<file path="config.mk">
export PLATFORM = sky130hd
export DESIGN_NAME = mem_arbiter_flat
export DESIGN_NICKNAME = d
export VERILOG_FILES = /design/src/rtl/mem_arbiter_if.sv /design/src/rtl/mem_arbiter.sv /design/src/flat_wrapper.sv
export SDC_FILE = /design/constraint.sdc
export NUM_CORES = 1
export LEC_CHECK = 0
export CORE_AREA = 2 2 104 106
export DETAILED_ROUTE_END_ITERATION = 12
export DIE_AREA = 0 0 106 108
export HOLD_SLACK_MARGIN = 0.06
export PLACE_DENSITY = 0.7
export RECOVER_POWER = 100
export SLEW_MARGIN = 20
export SYNTH_ARGS = -nofsm -noshare
export SYNTH_HDL_FRONTEND = slang
export SYNTH_SLANG_ARGS = --single-unit
</file>
<file path="constraint.sdc">
create_clock -name CLK -period 1.4 [get_ports CLK]
set_input_delay 0.14 -clock CLK [delete_from_list [all_inputs] [get_ports CLK]]
set_output_delay 0.14 -clock CLK [all_outputs]
set_load 0.02 [all_outputs]
</file>
<file path="src/rtl/mem_arbiter_if.sv">
// Bundle of request-unit and RAM-side signals shared by the memory arbiter.
interface mem_arbiter_if;
    logic        iREN;
    logic [31:0] iaddr;
    logic        dREN;
    logic        dWEN;
    logic [31:0] daddr;
    logic [31:0] dstore;
    logic        ihit;
    logic [31:0] iload;
    logic        dhit;
    logic [31:0] dload;
    logic        ramREN;
    logic        ramWEN;
    logic [31:0] ramaddr;
    logic [31:0] ramstore;
    logic [31:0] ramload;
    logic [1:0]  ramstate;
    logic        err;

    // Arbiter side
    modport slave (
        input  iREN, iaddr, dREN, dWEN, daddr, dstore, ramload, ramstate,
        output ihit, iload, dhit, dload, ramREN, ramWEN, ramaddr, ramstore, err
    );

    // CPU request unit / RAM model side
    modport master (
        output iREN, iaddr, dREN, dWEN, daddr, dstore, ramload, ramstate,
        input  ihit, iload, dhit, dload, ramREN, ramWEN, ramaddr, ramstore, err
    );
endinterface

</file>
<file path="src/rtl/mem_arbiter.sv">
// Single-port RAM arbiter: data accesses win, instruction fetch starvation is
// bounded by a saturating streak counter of back-to-back data grants.
module mem_arbiter #(
    parameter int unsigned DSTREAK_MAX = 4
) (
    input logic          CLK,
    input logic          nRST,
    mem_arbiter_if.slave bus
);

    typedef enum logic [1:0] {IDLE, IACC, DACC} state_t;
    typedef enum logic [1:0] {RAM_FREE, RAM_BUSY, RAM_ACCESS, RAM_ERROR} ramstate_t;

    localparam logic [3:0] STREAK_MAX = 4'(DSTREAK_MAX);

    state_t     state_q, state_d;
    logic [3:0] dstreak_q, dstreak_d;
    logic       err_q, err_d;

    logic d_req;
    assign d_req = bus.dREN | bus.dWEN;

    // Load data is a straight passthrough; hits qualify it
    assign bus.iload = bus.ramload;
    assign bus.dload = bus.ramload;
    assign bus.err   = err_q;

    // State register with asynchronous active-high reset
    always_ff @(posedge CLK or posedge nRST) begin
        if (nRST) begin
            state_q   <= IDLE;
            dstreak_q <= '0;
            err_q     <= 1'b0;
        end else begin
            state_q   <= state_d;
            dstreak_q <= dstreak_d;
            err_q     <= err_d;
        end
    end

    // Next-state: arbitration in IDLE, completion/abort/error in an access
    always_comb begin
        state_d   = state_q;
        dstreak_d = dstreak_q;
        err_d     = err_q;
        unique case (state_q)
            IDLE: begin
                if (d_req && !(bus.iREN && dstreak_q == STREAK_MAX)) begin
                    state_d = DACC;
                    if (!bus.iREN)
                        dstreak_d = '0;
                    else if (dstreak_q != STREAK_MAX)
                        dstreak_d = dstreak_q + 4'd1;
                end else if (bus.iREN) begin
                    state_d   = IACC;
                    dstreak_d = '0;
                end
            end
            IACC: begin
                if (bus.ramstate == RAM_ERROR)
                    err_d = 1'b1;
                if (!bus.iREN || bus.ramstate == RAM_ACCESS || bus.ramstate == RAM_ERROR)
                    state_d = IDLE;
            end
            DACC: begin
                if (bus.ramstate == RAM_ERROR)
                    err_d = 1'b1;
                if (!d_req || bus.ramstate == RAM_ACCESS || bus.ramstate == RAM_ERROR)
                    state_d = IDLE;
            end
            default: state_d = IDLE;
        endcase
    end

    // Outputs: RAM strobes/address per owner, hit on ACCESS while still requested
    always_comb begin
        bus.ihit     = 1'b0;
        bus.dhit     = 1'b0;
        bus.ramREN   = 1'b0;
        bus.ramWEN   = 1'b0;
        bus.ramaddr  = '0;
        bus.ramstore = '0;
        unique case (state_q)
            IACC: begin
                bus.ramREN  = 1'b1;
                bus.ramaddr = bus.iaddr;
                bus.ihit    = bus.iREN && (bus.ramstate == RAM_ACCESS);
            end
            DACC: begin
                bus.ramaddr  = bus.daddr;
                bus.ramstore = bus.dstore;
                bus.ramWEN   = bus.dWEN;
                bus.ramREN   = bus.dREN & ~bus.dWEN;
                bus.dhit     = d_req && (bus.ramstate == RAM_ACCESS);
            end
            default: ;
        endcase
    end

endmodule

</file>
<file path="src/flat_wrapper.sv">
// flat-port wrapper written by rule: the top's interface ports become plain ports
module mem_arbiter_flat 
#(
    parameter int unsigned DSTREAK_MAX = 4
)
  (CLK, nRST, bus_iREN, bus_iaddr, bus_dREN, bus_dWEN, bus_daddr, bus_dstore, bus_ramload, bus_ramstate, bus_ihit, bus_iload, bus_dhit, bus_dload, bus_ramREN, bus_ramWEN, bus_ramaddr, bus_ramstore, bus_err);
  mem_arbiter_if bus_i ();
  input logic CLK;
  input logic nRST;
  input wire logic [$bits(bus_i.iREN)-1:0] bus_iREN;
  input wire logic [$bits(bus_i.iaddr)-1:0] bus_iaddr;
  input wire logic [$bits(bus_i.dREN)-1:0] bus_dREN;
  input wire logic [$bits(bus_i.dWEN)-1:0] bus_dWEN;
  input wire logic [$bits(bus_i.daddr)-1:0] bus_daddr;
  input wire logic [$bits(bus_i.dstore)-1:0] bus_dstore;
  input wire logic [$bits(bus_i.ramload)-1:0] bus_ramload;
  input wire logic [$bits(bus_i.ramstate)-1:0] bus_ramstate;
  output wire logic [$bits(bus_i.ihit)-1:0] bus_ihit;
  output wire logic [$bits(bus_i.iload)-1:0] bus_iload;
  output wire logic [$bits(bus_i.dhit)-1:0] bus_dhit;
  output wire logic [$bits(bus_i.dload)-1:0] bus_dload;
  output wire logic [$bits(bus_i.ramREN)-1:0] bus_ramREN;
  output wire logic [$bits(bus_i.ramWEN)-1:0] bus_ramWEN;
  output wire logic [$bits(bus_i.ramaddr)-1:0] bus_ramaddr;
  output wire logic [$bits(bus_i.ramstore)-1:0] bus_ramstore;
  output wire logic [$bits(bus_i.err)-1:0] bus_err;
  assign bus_i.iREN = bus_iREN;
  assign bus_i.iaddr = bus_iaddr;
  assign bus_i.dREN = bus_dREN;
  assign bus_i.dWEN = bus_dWEN;
  assign bus_i.daddr = bus_daddr;
  assign bus_i.dstore = bus_dstore;
  assign bus_i.ramload = bus_ramload;
  assign bus_i.ramstate = bus_ramstate;
  assign bus_ihit = bus_i.ihit;
  assign bus_iload = bus_i.iload;
  assign bus_dhit = bus_i.dhit;
  assign bus_dload = bus_i.dload;
  assign bus_ramREN = bus_i.ramREN;
  assign bus_ramWEN = bus_i.ramWEN;
  assign bus_ramaddr = bus_i.ramaddr;
  assign bus_ramstore = bus_i.ramstore;
  assign bus_err = bus_i.err;
  mem_arbiter #(.DSTREAK_MAX(DSTREAK_MAX)) u_core (.CLK(CLK), .nRST(nRST), .bus(bus_i));
endmodule
</file>
## Word-level counts from Yosys, hierarchy flattened

Index checks and enable logic that the tools add are counted.

- Word-level logic and storage cells: 49
- Output and inout bits: 133
- Bits in registers: 7
- Bits of input ports: 135

- Equality and inequality tests: 10
- Reduce and logical (&&, ||, !) cells: 17
- Bitwise gates (word level): 3
- $add $sub $neg: 1
- Mux-type cells: 15

Operators with widths:

| cell | number |
|---|---|
| 32-bit one-hot mux with 2 select lines | 1 |
| 32-bit two-way mux | 1 |
| 4-bit two-way mux | 4 |
| 2-bit two-way mux | 4 |
| 2-bit == test (second input constant) | 3 |
| 2-bit one-hot mux with 3 select lines | 1 |
| 3-bit AND reduction | 2 |
| 4-bit by 1-bit adder with 4-bit output (second input constant) | 1 |
| 4-bit by 3-bit == test with 1-bit output (second input constant) | 1 |
| 1-bit logical AND | 4 |
| 1-bit logical OR | 4 |
| 2-bit by 1-bit inequality test with 1-bit output (second input constant) | 2 |
| 4-bit by 3-bit inequality test with 1-bit output (second input constant) | 1 |
| 1-bit zero test | 3 |
| 1-bit two-way mux | 3 |
| 3-bit by 2-bit inequality test with 1-bit output (second input constant) | 1 |
| 3-bit inequality test (second input constant) | 1 |
| 2-bit by 1-bit == test with 1-bit output (second input constant) | 1 |
| 2-bit zero test | 1 |
| 1-bit one-hot mux with 2 select lines | 1 |
| 2-bit AND reduction | 1 |
| 2-bit nonzero test | 1 |
| 2-bit OR reduction | 1 |
| 1-bit bitwise AND | 1 |
| other kinds (2) | 2 |

## Logic depth before layout (Yosys ltp)

Gate-level depths: netlist of the first run.

- Word-level depth: 6
- Depth in mapped cells: 7
- Gate-level depth less buffers: 6

## Worst setup path after synthesis of the first run

OpenSTA, ideal clock, no wires.

- Path type: flip-flop to output port
- Start: register u_core.state_q[0]
- End: output bus_ramaddr[18]
- Required time: 1.260 ns
- Path slack: -0.101 ns
- Arrival time: 1.361 ns
- Stages on the path, launching flop included: 7
- Path buffers: 2
- Cells stage by stage: dfrtp_1 inv_1 ha_1 buf_2 buf_4 a22oi_1 nor2b_1

- Longest elaborated chain between the ends: 2
- Elaborated cells on any way between the ends: 3
- Those cells by class: 2 x eq/ne; 1 x mux

Ends and longest elaborated chain:

| item | RTL line | text |
|---|---|---|
| from (decl) | mem_arbiter.sv:16 | `state_t state_q, state_d;` |
| from (signal assigned) | mem_arbiter.sv:35 | `state_q <= state_d;` |
| 2-bit == test / 2-bit by 1-bit == test with 1-bit output (equally long branches) | mem_arbiter.sv:83 | `unique case (state_q)` |
| 32-bit one-hot mux with 2 select lines * | mem_arbiter.sv:83 |  |
| to (decl) | flat_wrapper.sv:24 | `output wire logic [$bits(bus_i.ramaddr)-1:0] bus_ramaddr;` |

Every way passes the cells marked *; elsewhere a longest branch is shown, timed or not.

## Worst setup path after layout of the first run

- Start: register u_core.state_q[1]
- End: output bus_ramaddr[21]

Same word-level chain as after synthesis.

==> impl_results.md, run 1 <==
- Status: complete, but fails checks
- Failing checks: setup timing
- Post-Synth Adder-Cell Area: 3.74%
- Ys Warns: 0
- WS Path Type: flop to output pin
- Main combinational cell family by area after synthesis: buffers and inverters
- First-pass GRT wire length: between 10 and 15 mm
- Hold WC Path Type: input pin to asynchronous set/reset pin
- Pre-CTS setup slack: -0.601 ns
- Critical Path RT: 1.26 ns
- # clock sinks: 7
- Sequential power share: 4.3%
- Post-synth EDFFs: 0
- Crit-path cells: ha_4 -> buf_12 -> buf_16 -> a22oi_2 -> nor2b_2 -> buf_6
- Worst rel slew slack: between 80% and 90%
- Final Hold Viols: 0
- Slew Limit Fails: 0
- Synth Area in Compound Gates: 21.6%
- Uppermost routed layer: met4
- Layout area overhead: 146%
- PwrDens: about 1900 nW/µm²
- Pint: 4.71 mW
- TritonCTS buffer count: 3
- Starting Density: 16.3%
- Leakage power: between 1.5 and 2 nW
- Register area share after synthesis: 10.5%
- Layout cells sized above 1: 60.7%
- Critical path's largest stage delay: 0.44 ns
- Final Instance Area: 4110 µm²
- DR WL/cell: 17.6 µm
- Max Fclk: ~570 MHz
- Total chip power: around 8 mW
- Seq cells post-synth: 7
- Core Footprint: between 10,000 and 15,000 µm²
- Clock-pin transition on the worst setup and hold timing paths: 0.04 ns
- IO Pins: 268
- Number of distinct library cells after synthesis: 30
- CP Launch Type: flop
- Switching share of power: 40.5%
- Worst-path maximum fanout: 5
- Fin crit share: 124%
- GRT Total Usage: 13.9%
- Crit path arrival time: 1.60 ns
- WL met3: 516 µm
- # DRC: 0
- Initial DRT Pass Iterations: 4
- Grt ovf: 0
- Via count: 2,072
- Root Driver: clkbuf_8
- Worst reg2reg setup slack: -0.28 ns
- Crit. End Element: output pin
- CTS H-Tree Depth: 1
- Met2 wire length: 4.82 mm
- RSZ-0062 raised after global routing: true
- Crit path time final: 1.74 ns
- Net Count, Synth: 366
- Antenna Cells: 0
- Final Skew: 0.00574 ns
- Mapped Avg Cell Area: 7.40 µm²
- Routed Antenna Nets: 0
- Die Area: 11,400 µm²
- Worst-Margin Slew: 0.290 ns
- CTS tree: built
- Wire length on met1: 3.44 mm
- Synth Cell Area: ~1700 µm²
- Vias in the first global route: 2,235
- Max Cap Violations: 0
- Slowest-stage cell, CP: dfrtp_2
- Final setup fails: 71
- Psw: about 3.2 mW
- FFs w/ async S/R, synth: 100%
- Drt first-iter violations: 84
- Area after DPL: 3240 µm²
- Routed vias/inst: slightly above 4
- Synth Area in Simple Gates: about 30%
- Hpwl dp: 6.09 mm
- Drt total wl: 8.82 mm
- Die W: 106 µm
- Clk Latency, worst-skew pair: 0.23 ns
- Die height: 108 µm
- Worst setup margin: -0.340 ns
- Placer Congestion: between 0.7 and 0.8
- FP Rows: 37
- Nets: 507
- Ys flop type: dfrtp_1
- Post-Synth XOR/XNOR Area: 0%
- Filler cell count: 975
- Input/output buffers: 171
- Cell count after synthesis: 226
- Post-CTS Hold Buffers: 0
- Antenna violations before repair: 0
- Clock network fraction of total power: 3.6%
- Mux share of post-synthesis cell area: 0%
- Largest net degree at the start of global routing: 17
- Logic pwr share: 92.0%
- Clock Tree Buf Depth: 2
- Worst VDD drop: just under 0.7 mV
-- final cells by class --
class / instances / area (µm²) / area share (%)
Timing Repair Buffer: 214 / 2380 / 57.9
Multi-Input combinational cell: 134 / 1310 / 31.9
Sequential cell: 7 / 176 / 4.29
Tap cell: 136 / 170 / 4.14
Clock buffer: 3 / 41.3 / 1.00
Inverter: 7 / 28.8 / 0.700
Clock inverter: 1 / 5.00 / 0.122
-- metal layers --
metal / global-route usage, % / vias to the layer above
li1: - / 973
met1: 16.4 / 977
met2: 26.5 / 117
met3: 2.41 / 5
met4: 2.44 / 0
met5: 0 / -
-- synth_stat cells (2+ instances only) --
master,number,area (µm²)
nand2_1,4,15.0
clkbuf_1,8,30.0
buf_2,5,25.0
dfrtp_1,7,175
inv_1,7,26.3
o21ai_1,4,20.0
a22oi_1,32,240
buf_4,65,488
and2_1,33,206
nand2_2,2,12.5
nand3_1,2,10.0
nor2b_1,33,206
ha_1,5,62.6
nor2_1,3,11.3
-- layout by cell type, fill, tap and decap left out, types with 3 or more instances in the layout --
cell type        count
a22oi_1              8
a22oi_2             24
and2_4              33
buf_12              10
buf_16               6
buf_4               23
buf_6               70
clkbuf_8             3
clkdlybuf4s50_1    102
dfrtp_1              6
ha_4                 3
inv_1                5
nand2_1              4
nor2b_2             23
nor2b_4              9
-- worst max-delay path, delay by kind of cell, from the launching register on --
family | cells | cell delay (ns)
AND/OR/NAND/NOR | 1 | 0.07
flip-flops | 1 | 0.44
AO/OA/AOI/OAI | 1 | 0.21
adder cells (fa/ha/maj) | 1 | 0.24
buffers and inverters | 3 | 0.40
-- flip-flops by register name, indices dropped and copies added, names as in the netlist --
signal / count
u_core.bus.err: 1
u_core.dstreak_q: 4
u_core.state_q: 2
-- path summary, 6_finish.rpt --
kind	start	end	depth (start not counted)
setup / recovery	u_core.state_q[1]	bus_ramaddr[21]	6
hold / removal	nRST	u_core.bus.err	2
setup reg to reg	u_core.state_q[1]	u_core.state_q[1]	9
hold reg to reg	u_core.dstreak_q[3]	u_core.dstreak_q[3]	1
max in group asynchronous	nRST	u_core.state_q[1]	2
min in group CLK	bus_ramload[17]	bus_dload[17]	0
-- kinds of logic after synthesis --
| group | after synthesis |
|---|---|
| AOI/OAI and AO/OA | 47 |
| adders and majority gates | 5 |
| buffers and inverters | 85 |
| DFF | 7 |
| and+or+nand+nor | 82 |
-- metrics by stage --
stage / util (%) / TNS (ns) / cells / hold slack (ns)
finish: 40.2 / -18.58 / 502 / 0.280
CTS: 38.8 / -19.86 / 498 / 0.148
global route: 40.2 / -22.54 / 502 / 0.280
detailed placement: 31.6 / -30.72 / 469 / 0.280
floorplan: - / 0 / 226 / -0.0566
global placement: 31.6 / -28.13 / 469 / 0.280
-- power groups by stage --
| stage | Sequential [mW] | Combinational (mW) | Clock [mW] |
|---|---|---|---|
| 3_5_place_dp | 0.326 | 4.64 | 0 |
| 2_1_floorplan | 0.317 | 2.74 | 0 |
| 4_1_cts | 0.332 | 6.88 | 0.293 |
| 5_1_grt | 0.350 | 7.66 | 0.310 |
| 3_3_place_gp | 0.316 | 4.60 | 0 |
| 6_report | 0.341 | 7.28 | 0.287 |
-- timing repair --
item | CTS | global route
gates resized for setup | 438 | 47
pin swaps | 7 | 9
endpoints found under the setup margin | 70 | 73
buffers inserted | 18 | 6
gates cloned | 7 | 1
Power figures use the tool's default switching activity.
==> run 2, diff against run 1 <==
--- a/config.mk
+++ b/config.mk
@@ -5,11 +5,11 @@
 export SDC_FILE = /design/constraint.sdc
 export NUM_CORES = 1
 export LEC_CHECK = 0
-export CORE_AREA = 2 2 104 106
+export CORE_AREA = 2 2 105 107
 export DETAILED_ROUTE_END_ITERATION = 12
-export DIE_AREA = 0 0 106 108
+export DIE_AREA = 0 0 107 109
 export HOLD_SLACK_MARGIN = 0.06
-export PLACE_DENSITY = 0.7
+export PLACE_DENSITY = 0.66
 export RECOVER_POWER = 100
 export SLEW_MARGIN = 20
 export SYNTH_ARGS = -nofsm -noshare
==> constraint.sdc (replaced) <==
create_clock -name CLK -period 1.7 [get_ports CLK]
set_input_delay 0.17 -clock CLK [delete_from_list [all_inputs] [get_ports CLK]]
set_output_delay 0.17 -clock CLK [all_outputs]
set_load 0.02 [all_outputs]
==> run 2 against run 1 <==
  * Flip-flop and latch count is the same
  * The run still ends with setup timing left
  * Non-clock buffer count shrank 24
  * Power shrank 45%
  * Largest cell class unchanged
  * First-iteration DRC count shrank 50%
  * Critical path type unchanged
  * Cell count shrank 4.0%
  * Core utilization shrank 9.8 points
  * Global-route usage shrank 2.6 points
  * Clock power shrank 14%
  * Clock-buffer cell count grew 1
==> impl_results.md, run 2 (synthesis results as in run 1) <==
- Slew Limit Fails: 0 (unchanged)
- Crit. End Element: output pin
- Largest net degree at the start of global routing: 33 (+16)
- Worst rel slew slack: 80.9% (+0.22 points)
- Crit path arrival time: 1.55 ns (-0.05 ns)
- Via count: 1,932 (-6.8%)
- Final Hold Viols: 0 (unchanged)
- Grt ovf: 0 (unchanged)
- Antenna Cells: 0 (unchanged)
- Layout area overhead: 92.4%
- PwrDens: 1360 nW/µm² (-30%)
- FP Rows: 38 (+2.7%)
- Layout cells sized above 1: 36.8% (-24 points)
- Commonest non-fill, non-tap cells in the layout: 102 x clkdlybuf4s50_1, 45 x buf_4, 33 x and2_1, 32 x buf_2, 25 x a22oi_1
- Hpwl dp: 5.48 mm (-10%)
- R2R Path Start: u_core.state_q[0]
- Worst r2r path cells: 8 (-1)
- RSZ-0062 raised after global routing: true
- Drt first-iter violations: 42 (-50%)
- Die W: 107 µm (+0.94%)
- Post-route insts no fill: 482 (-4.0%)
- Clock Tree Buf Depth: 2 (unchanged)
- Die Area: 11,700 µm² (+1.9%)
- Clk Latency, worst-skew pair: 0.23 ns (about the same)
- Clock-pin transition on the worst setup and hold timing paths: 0.05 ns (about the same)
- Final Skew: 0.00642 ns (+0.000674 ns)
- Worst-Margin Slew: 0.287 ns (-0.00333 ns)
- Worst setup margin: -0.0224 ns (+0.317 ns)
- Max Cap Violations: 0 (unchanged)
- CP Launch Type: flop
- Reg2Reg Capture Point: u_core.state_q[1]
- Worst reg2reg setup slack: 0.09 ns (+0.37 ns)
- Drt total wl: 7.63 mm (-13%)
- # DRC: 0 (unchanged)
- Max FFs per register: 4 (unchanged)
- Max Fclk: approximately 580 MHz
- Fin crit share: 101%
- Final setup fails: 9 (-87%)
- GRT Total Usage: 11.2% (-2.6 points)
- Crit path time final: 1.72 ns
- Hold WC Path Type: input pin to asynchronous set/reset pin
- DR WL/cell: 15.8 µm (-9.9%)
- IO Pins: 268 (unchanged)
- TritonCTS buffer count: 3 (unchanged)
- Failing checks: setup timing
- Vias in the first global route: 1,935 (-13%)
- CTS tree: built
- Routed Antenna Nets: 0 (unchanged)
- Initial DRT Pass Iterations: 4 (unchanged)
- Core Footprint: 10,600 µm² (+3.6%)
- Leakage power: 1.35 nW (-20%)
- Critical Path RT: 1.53 ns (+0.27 ns)
- Starting Density: 15.8% (-0.57 points)
- Nets: 483 (-4.7%)
- WS Path Type: flop to output pin
- First-pass GRT wire length: 10.3 mm (-17%)
- CTS H-Tree Depth: 1 (unchanged)
- Root Driver: clkbuf_8
- Reg with most FFs: u_core.dstreak_q
- Input/output buffers: 171 (unchanged)
- Final design utilization: 30.3% (-9.8 points)
- Placed cell count: 470 (+0.21%)
- # clock sinks: 7 (unchanged)
- Status: complete, but fails checks
- Most common cell after layout, fill and taps aside: clkdlybuf4s50_1
- Worst VDD drop: 0.486 mV (-28%)
- Placer Congestion: 0.729 (-7.3%)
- Die height: 109 µm (+0.93%)
- Final setup TNS: -0.0511 ns (+18.53 ns)
- Routed vias/inst: 4.01 (-2.9%)
- Antenna violations before repair: 0 (unchanged)
- Worst-path maximum fanout: 32 (+27)
-- run 2: metrics by stage --
step	instance area [µm²]	power (mW)	setup WS [ns]	hold slack (ns)
floorplan	1670	2.35	0.169	-0.0266
CTS	3130	4.09	-0.0840	0.192
finish	3220	4.36	-0.0224	0.311
global route	3220	4.67	-0.0849	0.340
detailed placement	3140	3.81	-0.245	0.340
global placement	3140	3.77	-0.222	0.340
-- run 2: worst max-delay path: stages (launching register included) --
cell and delay, ns:
dfrtp_1 0.36, inv_2 0.07, buf_4 0.14, ha_4 0.27
buf_12 0.15, nor2b_2 0.17, buf_4 0.15
-- run 2: final cells by class --
cell class | count | area [µm²]
repair buffers | 190 | 1740
fillers | 1132 | 7390
well taps | 140 | 175
multi-input cells | 134 | 1060
flip-flops and latches | 7 | 175
inverters | 7 | 26.3
clock buffers | 4 | 45.0
-- run 2: timing repair --
action,4_1_cts,5_1_grt
hold buffers,0,0
gates cloned,2,2
buffers inserted,2,2
endpoints found under the setup margin,70,62
resized for setup,272,74
pin swaps,0,3
-- run 2: where the power goes --
part / total [mW] / internal (mW) / switching, mW / leakage [nW]
combinational: 3.84 / 1.92 / 1.91 / 1.24
sequential: 0.279 / 0.218 / 0.0608 / 0.0883
clock: 0.246 / 0.163 / 0.0830 / 0.0228
-- run 2: layer usage --
| layer | global-route usage (%) | vias up | part of all wire, % |
|---|---|---|---|
| met5 | 0 | - | 0 |
| met1 | 12.0 | 887 | 37 |
| met4 | 4.55 | 0 | 1.8 |
| met2 | 21.6 | 94 | 52 |
| li1 | - | 927 | - |
| met3 | 2.27 | 24 | 8.3 |
-- run 2: how the worst max path moves through the flow --
stage	startpoint	endpoint	cells past startpoint
floorplan	u_core.state_q[0]	bus_ramaddr[18]	6
finish	u_core.state_q[0]	bus_ramaddr[11]	6
global route	u_core.state_q[0]	bus_ramaddr[13]	6
global placement	u_core.state_q[0]	bus_ramaddr[5]	6
detailed placement	u_core.state_q[1]	bus_ramaddr[31]	6
CTS	u_core.state_q[0]	bus_ramaddr[18]	6
